==> src/rtl/ysyx_24100012_pkg.sv <==
// Shared state and owner encodings for the memory arbiter.
package ysyx_24100012_pkg;

  typedef logic [1:0] state_t;

  localparam state_t IDLE = 2'd0;
  localparam state_t REQ  = 2'd1;
  localparam state_t WAIT = 2'd2;

  localparam logic OWN_IFU = 1'b0;
  localparam logic OWN_LSU = 1'b1;

endpackage

==> src/rtl/ysyx_24100012_arb_pick.sv <==
// Combinational winner select: on a tie the requester not in last_grant wins.
module ysyx_24100012_arb_pick
  import ysyx_24100012_pkg::*;
(
  input  logic ifu_valid,
  input  logic lsu_valid,
  input  logic last_grant,
  output logic owner
);

  always_comb begin
    owner = OWN_LSU;
    if (ifu_valid && lsu_valid) begin
      owner = ~last_grant;
    end else if (ifu_valid) begin
      owner = OWN_IFU;
    end
  end

endmodule

==> src/rtl/ysyx_24100012_mem_arb.sv <==
// Two-requester (IFU/LSU) single-outstanding memory arbiter.
// YSYX_24100012_ARB_RR_EN selects round-robin tie-breaking; default is fixed LSU priority.
module ysyx_24100012_mem_arb
  import ysyx_24100012_pkg::*;
#(
  parameter int unsigned ADDR_WIDTH = 32,
  parameter int unsigned DATA_WIDTH = 32
) (
  input  logic                    clk,
  input  logic                    rst,

  input  logic                    ifu_req_valid,
  output logic                    ifu_req_ready,
  input  logic [ADDR_WIDTH-1:0]   ifu_addr,
  output logic                    ifu_rsp_valid,
  output logic [DATA_WIDTH-1:0]   ifu_rdata,

  input  logic                    lsu_req_valid,
  output logic                    lsu_req_ready,
  input  logic [ADDR_WIDTH-1:0]   lsu_addr,
  input  logic                    lsu_wen,
  input  logic [DATA_WIDTH-1:0]   lsu_wdata,
  input  logic [DATA_WIDTH/8-1:0] lsu_wmask,
  output logic                    lsu_rsp_valid,
  output logic [DATA_WIDTH-1:0]   lsu_rdata,

  output logic                    mem_req_valid,
  input  logic                    mem_req_ready,
  output logic [ADDR_WIDTH-1:0]   mem_addr,
  output logic                    mem_wen,
  output logic [DATA_WIDTH-1:0]   mem_wdata,
  output logic [DATA_WIDTH/8-1:0] mem_wmask,
  input  logic                    mem_rsp_valid,
  input  logic [DATA_WIDTH-1:0]   mem_rdata
);

  localparam int unsigned MASK_WIDTH = DATA_WIDTH / 8;

  state_t                  state_q;
  state_t                  state_d;
  logic                    owner_q;
  logic [ADDR_WIDTH-1:0]   addr_q;
  logic                    wen_q;
  logic [DATA_WIDTH-1:0]   wdata_q;
  logic [MASK_WIDTH-1:0]   wmask_q;
  logic                    last_grant;
  logic                    pick;
  logic                    accept;
  logic                    rsp_fire;

  ysyx_24100012_arb_pick u_pick (
    .ifu_valid  (ifu_req_valid),
    .lsu_valid  (lsu_req_valid),
    .last_grant (last_grant),
    .owner      (pick)
  );

`ifdef YSYX_24100012_ARB_RR_EN
  logic last_grant_q;

  always_ff @(posedge clk) begin
    if (rst) begin
      last_grant_q <= OWN_LSU;
    end else if (accept) begin
      last_grant_q <= pick;
    end
  end

  assign last_grant = last_grant_q;
`else
  // Pretending the IFU always won last makes every tie resolve to the LSU.
  assign last_grant = OWN_IFU;
`endif

  // Next state and handshake strobes; everything is silenced while in reset.
  always_comb begin
    state_d       = state_q;
    accept        = 1'b0;
    rsp_fire      = 1'b0;
    mem_req_valid = 1'b0;
    if (!rst) begin
      case (state_q)
        IDLE: begin
          if (ifu_req_valid || lsu_req_valid) begin
            accept  = 1'b1;
            state_d = REQ;
          end
        end
        REQ: begin
          mem_req_valid = 1'b1;
          if (mem_req_ready) state_d = WAIT;
        end
        WAIT: begin
          if (mem_rsp_valid) begin
            rsp_fire = 1'b1;
            state_d  = IDLE;
          end
        end
        default: state_d = IDLE;
      endcase
    end
  end

  assign ifu_req_ready = accept && (pick == OWN_IFU);
  assign lsu_req_ready = accept && (pick == OWN_LSU);
  assign ifu_rsp_valid = rsp_fire && (owner_q == OWN_IFU);
  assign lsu_rsp_valid = rsp_fire && (owner_q == OWN_LSU);
  assign ifu_rdata     = mem_rdata;
  assign lsu_rdata     = mem_rdata;

  assign mem_addr  = addr_q;
  assign mem_wen   = wen_q;
  assign mem_wdata = wdata_q;
  assign mem_wmask = wmask_q;

  // Command capture on grant; fetches are forced to plain reads.
  always_ff @(posedge clk) begin
    if (rst) begin
      state_q <= IDLE;
      owner_q <= OWN_LSU;
      addr_q  <= '0;
      wen_q   <= 1'b0;
      wdata_q <= '0;
      wmask_q <= '0;
    end else begin
      state_q <= state_d;
      if (accept) begin
        owner_q <= pick;
        if (pick == OWN_LSU) begin
          addr_q  <= lsu_addr;
          wen_q   <= lsu_wen;
          wdata_q <= lsu_wdata;
          wmask_q <= lsu_wmask;
        end else begin
          addr_q  <= ifu_addr;
          wen_q   <= 1'b0;
          wdata_q <= '0;
          wmask_q <= '0;
        end
      end
    end
  end

endmodule

==> config.mk <==
export PLATFORM = sky130hd
export DESIGN_NAME = ysyx_24100012_mem_arb
export DESIGN_NICKNAME = d
export VERILOG_FILES = /design/src/rtl/ysyx_24100012_pkg.sv /design/src/rtl/ysyx_24100012_arb_pick.sv /design/src/rtl/ysyx_24100012_mem_arb.sv
export SDC_FILE = /design/constraint.sdc
export NUM_CORES = 1
export LEC_CHECK = 0
export CAP_MARGIN = 10
export CORE_AREA = 2 2 108 110
export CTS_BUF_LIST = sky130_fd_sc_hd__clkbuf_16
export CTS_CLUSTER_SIZE = 25
export DETAILED_ROUTE_END_ITERATION = 10
export DIE_AREA = 0 0 110 112
export PLACE_DENSITY = 0.85
export RECOVER_POWER = 50
export SLEW_MARGIN = 20
export SYNTH_ARGS = -nofsm -noshare
export SYNTH_HDL_FRONTEND = slang
export SYNTH_SLANG_ARGS = --single-unit
==> constraint.sdc <==
create_clock -name clk -period 3.74 [get_ports clk]
set_clock_uncertainty 0.15 [all_clocks]
set_input_delay 0.561 -clock clk [delete_from_list [all_inputs] [get_ports clk]]
set_output_delay 0.561 -clock clk [all_outputs]
set_load 0.01 [all_outputs]
Yosys cells after proc, flatten, opt, wreduce, memory -nomap -nowiden
Index checks and enable logic that the tools add are counted.
{ "classes": {"n_eq_ne": 5, "muxes": 18, "bitwise": 2, "reduce_logical": 8} }
{ "ops": {"columns": ["op", "n"], "rows": [
  ["32-bit two-way mux", 2],
  ["1-bit two-way mux", 11],
  ["2-bit two-way mux", 3],
  ["2-bit != test, second input constant", 3],
  ["2-bit one-hot mux with 3 select lines", 1],
  ["1-bit logical AND", 5],
  ["4-bit two-way mux", 1],
  ["3-bit AND reduction", 1],
  ["2-bit by 1-bit == test with 1-bit output, second input constant", 1],
  ["2-bit == test, second input constant", 1],
  ["2-bit zero test", 1],
  ["1-bit NOT", 2],
  ["1-bit logical OR", 1]
]} }
{ "word_totals": {"reg_bits": 72, "in_bits": 139, "wordCells": 39} }

Depth between registers and ports, before layout
{ "depth": {"word_depth": 5, "ltp_mapped": 6} }

Cells and area by module
Synthesis repeated with hierarchy kept, for this count alone.
{ "hier_totals": {"hier_cells": 409, "hier_area_um2": 3595.9} }
{ "modules_own_cells": {"columns": ["module", "instances", "cells_each", "area_each_um2", "seq_area_each_um2"], "rows": [
  ["ysyx_24100012_mem_arb", 1, 407, 3583.4, 1441.4],
  ["ysyx_24100012_arb_pick", 1, 2, 12.5, 0.0]
]} }

Worst setup path before layout
OpenSTA, ideal clock, no wires.
{ "synth_path": {"kind": "input -> output", "startpoint": "input ifu_req_valid", "endpoint": "output ifu_req_ready", "t_arrival_ps": 1336, "t_required_ps": 3029, "slack_ps": 1693, "cell_stages": 4, "path_buffers": 2, "path_cell_list": "buf_2 -> nand2b_1 -> buf_2 -> nor3_1"} }
{ "synth_via": {"elab_chain_cells": 5, "elab_cells_between_ends": 9} }
{ "synth_rtl": {"columns": ["element", "line_no", "text"], "rows": [
  ["from (decl)", "ysyx_24100012_mem_arb.sv:12", "input logic ifu_req_valid,"],
  ["1-bit logical OR", "ysyx_24100012_mem_arb.sv:84", "if (ifu_req_valid || lsu_req_valid) begin"],
  ["1-bit two-way mux", "ysyx_24100012_mem_arb.sv:84", null],
  ["1-bit two-way mux", "ysyx_24100012_mem_arb.sv:82", "case (state_q)"],
  ["1-bit two-way mux", "ysyx_24100012_mem_arb.sv:81", "if (!rst) begin"],
  ["1-bit logical AND (*)", "ysyx_24100012_mem_arb.sv:104", "assign ifu_req_ready = accept && (pick == OWN_IFU);"],
  ["to (decl)", "ysyx_24100012_mem_arb.sv:13", "output logic ifu_req_ready,"]
]} }
Every way passes the cells marked *; elsewhere a longest branch is shown, timed or not.

Final worst setup path
Same ends and word-level chain as after synthesis.

==> impl_metrics.csv <==
group,metric,value,unit
drt,ant_nets,0,
grt,grtUsageTotal,0.166,
grt,grt_pass1_vias,3332,
clock_tree,post_cts_buffers,0,
clock_tree,clockBufferDepth,2,
job,drv_cap,0,
placed_design,place.gp.congestion,0.801,
yosys,synth_area_leaders,"dfxtp_1 40%, buf_4 14%, a21oi_1 9.7%",
yosys,yosysWarnings,0,
worst_setup_path,critPathSlowestCell,"clkdlybuf4s50_1",
pwr,p_comb_frac,0.239,
layout,diodes,0,
clock_tree,cts_resized,0,
yosys,yosys.area.top_type,"dfxtp_1",
worst_setup_path,cp-start-kind,"primary input",
yosys,synth_area,0.00360,mm^2
floorplan,floorplan.initialDensity,0.323,
yosys,synth_seq_area_share,0.400,
clock_tree,clock_latency,320,ps
timing,fin_crit_sh,0.806,
yosys,avgSynthCellArea,8.29,um^2
clock_tree,cts_sinks,72,
pwr,sw_frac_of_total,0.263,
yosys,synth.distinct_cells,26,
clock_tree,hold_buffers,0,
yosys,synth_fp_nets,574,
min_path,hold_class,"register to register",
floorplan,rows,39,
grt,overflow,0,
yosys,post-synth-top-count-cell,"dfxtp_1",
drt,drt-total-wl,10.4,mm
drt,drtIter0Drc,203,
placed_design,placedCellCount,667,
timing,slew_headroom,0.388,
worst_setup_path,crit_chain,"clkdlybuf4s50_1, buf_4, or2_0, nand2_1, nor3_1, clkdlybuf4s50_1",
pwr,power_density,417,mW/mm^2
layout,instances_no_fill,682,
yosys,synth_top_area_frac,0.400,
pwr,clkPwrFrac,0.362,
yosys,ys_top_cells_by_count,"72 x dfxtp_1, 70 x a21oi_1, 69 x buf_4",
worst_setup_path,worst-path-max-fanout,21,
worst_setup_path,worstPathRequired,3030,ps
timing,hold_viol_final,0,
floorplan,num_io_pins,277,
timing,worst_pin_slew,916,ps
timing,setup_viol_count_final,0,
timing,slew_viol_final,0,
pwr,p_sw,576,uW
placed_design,portBuffers,180,
yosys,synth_seq_cells,72,
yosys,synth_ff_type,"dfxtp_1",
worst_setup_path,crit_type,"primary input to output pin",
drt,vias_per_cell,5.02,
clock_tree,clk_pin_slew_worst_paths,50,ps
clock_tree,clockRootBuffer,"clkbuf_16",
layout,drive_above_1_share,0.0742,
floorplan,die-width,110,um
pwr,peakVddDrop,0.180,mV
yosys,async_flop_share,0,
worst_setup_path,timing.critical_path.mode_cell,"clkdlybuf4s50_1",
floorplan,core,0.0112,mm^2
yosys,synth_edf_count,0,
pwr,finalPower,2.19,mW
worst_setup_path,arrival,2300,ps
grt,grt_first_pass_wirelength,16.1,mm
drt,drc,0,
run_status,status,"finished, final reports clean",
timing,fmax,332,MHz
drt,dr.pass1.iters,4,
timing,rsz0062_at_grt,"false",
clock_tree,cts_buffers,9,
worst_setup_path,cpPeakStageDelay,580,ps
layout,fillers,1075,
floorplan,dieHeight,112,um
worst_setup_path,cp-end-kind,"output pin",
clock_tree,cts_tree,"built",
pwr,p_leak,1.95,nW
grt,grt_max_degree,53,
grt,antenna_found_initial,1,
yosys,postSynthCellCount,435,
pwr,internal_power,1.62,mW
pwr,p_seq_frac,0.400,
layout,area_delta_synth_final,46.0,%
placed_design,dp_hpwl,7.81,mm
timing,period_minus_slack,3010,ps
drt,routedWlPerCell,15.2,um
timing,fin_tns_setup,0,ps
clock_tree,htreeDepth,3,
drt,vias,3424,
floorplan,floorplan.die_area,0.0123,mm^2
layout,nets,674,
==> state kept, by name (all words and copies together) (netlist names) <==
register / count
mem_wdata: 32
state_q: 2
mem_wen: 1
owner_q: 1
mem_addr: 32
mem_wmask: 4
==> through the flow <==
step | hold slack, ps | utilization | setup slack (ps) | instance area [um^2]
final | 325 | 0.471 | 725 | 5260
after global routing | 345 | 0.471 | 591 | 5260
after CTS | 326 | 0.471 | 756 | 5260
after detailed placement | 319 | 0.446 | 778 | 4980
after global placement | 311 | 0.446 | 747 | 4980
after floorplan | 320 | - | 1690 | 3600
==> worst paths after layout <==
path                                     from             to  slack, ps  depth (start not counted)
worst max-delay path            ifu_req_valid  ifu_req_ready        730                          6
worst min-delay path            mem_wdata[20]  mem_wdata[20]        330                          2
worst min register to register  mem_wdata[20]  mem_wdata[20]        330                          2
worst max register to register     state_q[1]  mem_wdata[12]       1810                          4
==> power groups by stage <==
stage	combinational (mW)	clock, mW	sequential, mW
2_1_floorplan	0.300	0	0.914
3_3_place_gp	0.525	0	0.891
3_5_place_dp	0.537	0	0.893
4_1_cts	0.539	0.825	0.878
5_1_grt	0.567	0.858	0.884
6_report	0.523	0.793	0.876
==> cell families (layout without fill, tap and decap cells) <==
group / after synthesis / count (layout) / synth area share
flip-flops: 72 / 72 / 0.400
AND/OR/NAND/NOR: 99 / 99 / 0.120
AO/OA/AOI/OAI: 160 / 160 / 0.288
buffers and inverters: 104 / 208 / 0.193
==> critical path, delay by kind of cell <==
kind	cells	cell delay, ps
buffers and inverters	3	1310
and+or+nand+nor	3	420
==> layer usage <==
| layer | wire length (um) | vias up | global-route usage |
|---|---|---|---|
| met5 | 13 | - | 0 |
| met4 | 398 | 2 | 0.0852 |
| met3 | 993 | 42 | 0.0515 |
| met2 | 5010 | 168 | 0.289 |
| met1 | 3970 | 1563 | 0.177 |
| li1 | - | 1649 | - |
==> placed cells by master, fill, tap and decap left out <==
cell and count:
and3_1 1, nor2b_1 1, bufinv_16 1, nand2b_1 1, inv_1 2, a221o_1 1, o21ai_1 37, a21oi_1 70
buf_2 1, nand2_1 66, a311oi_2 10, buf_4 11, nor3b_1 2, dlygate4sd3_1 39, or2_0 1, nor4b_4 1
clkinv_1 1, nor2_1 20, a311oi_1 3, o2bb2ai_1 19, inv_2 1, nor3_1 1, nor2_4 3, nand3b_1 1
clkdlybuf4s50_1 140, clkbuf_16 9, o22ai_1 1, a211oi_1 19, clkinv_2 3, dfxtp_1 72, or2_1 1
==> layout make-up <==
cell class,count,area (um^2),share of cell area
well taps,143,179,0.0340
inverters,2,7.51,0.00143
multi-input cells,259,1480,0.281
clock inverters,6,52.6,0.00999
repair buffers,191,1880,0.357
flip-flops and latches,72,1440,0.274
clock buffers,9,225,0.0428
Power figures use the tool's default switching activity.
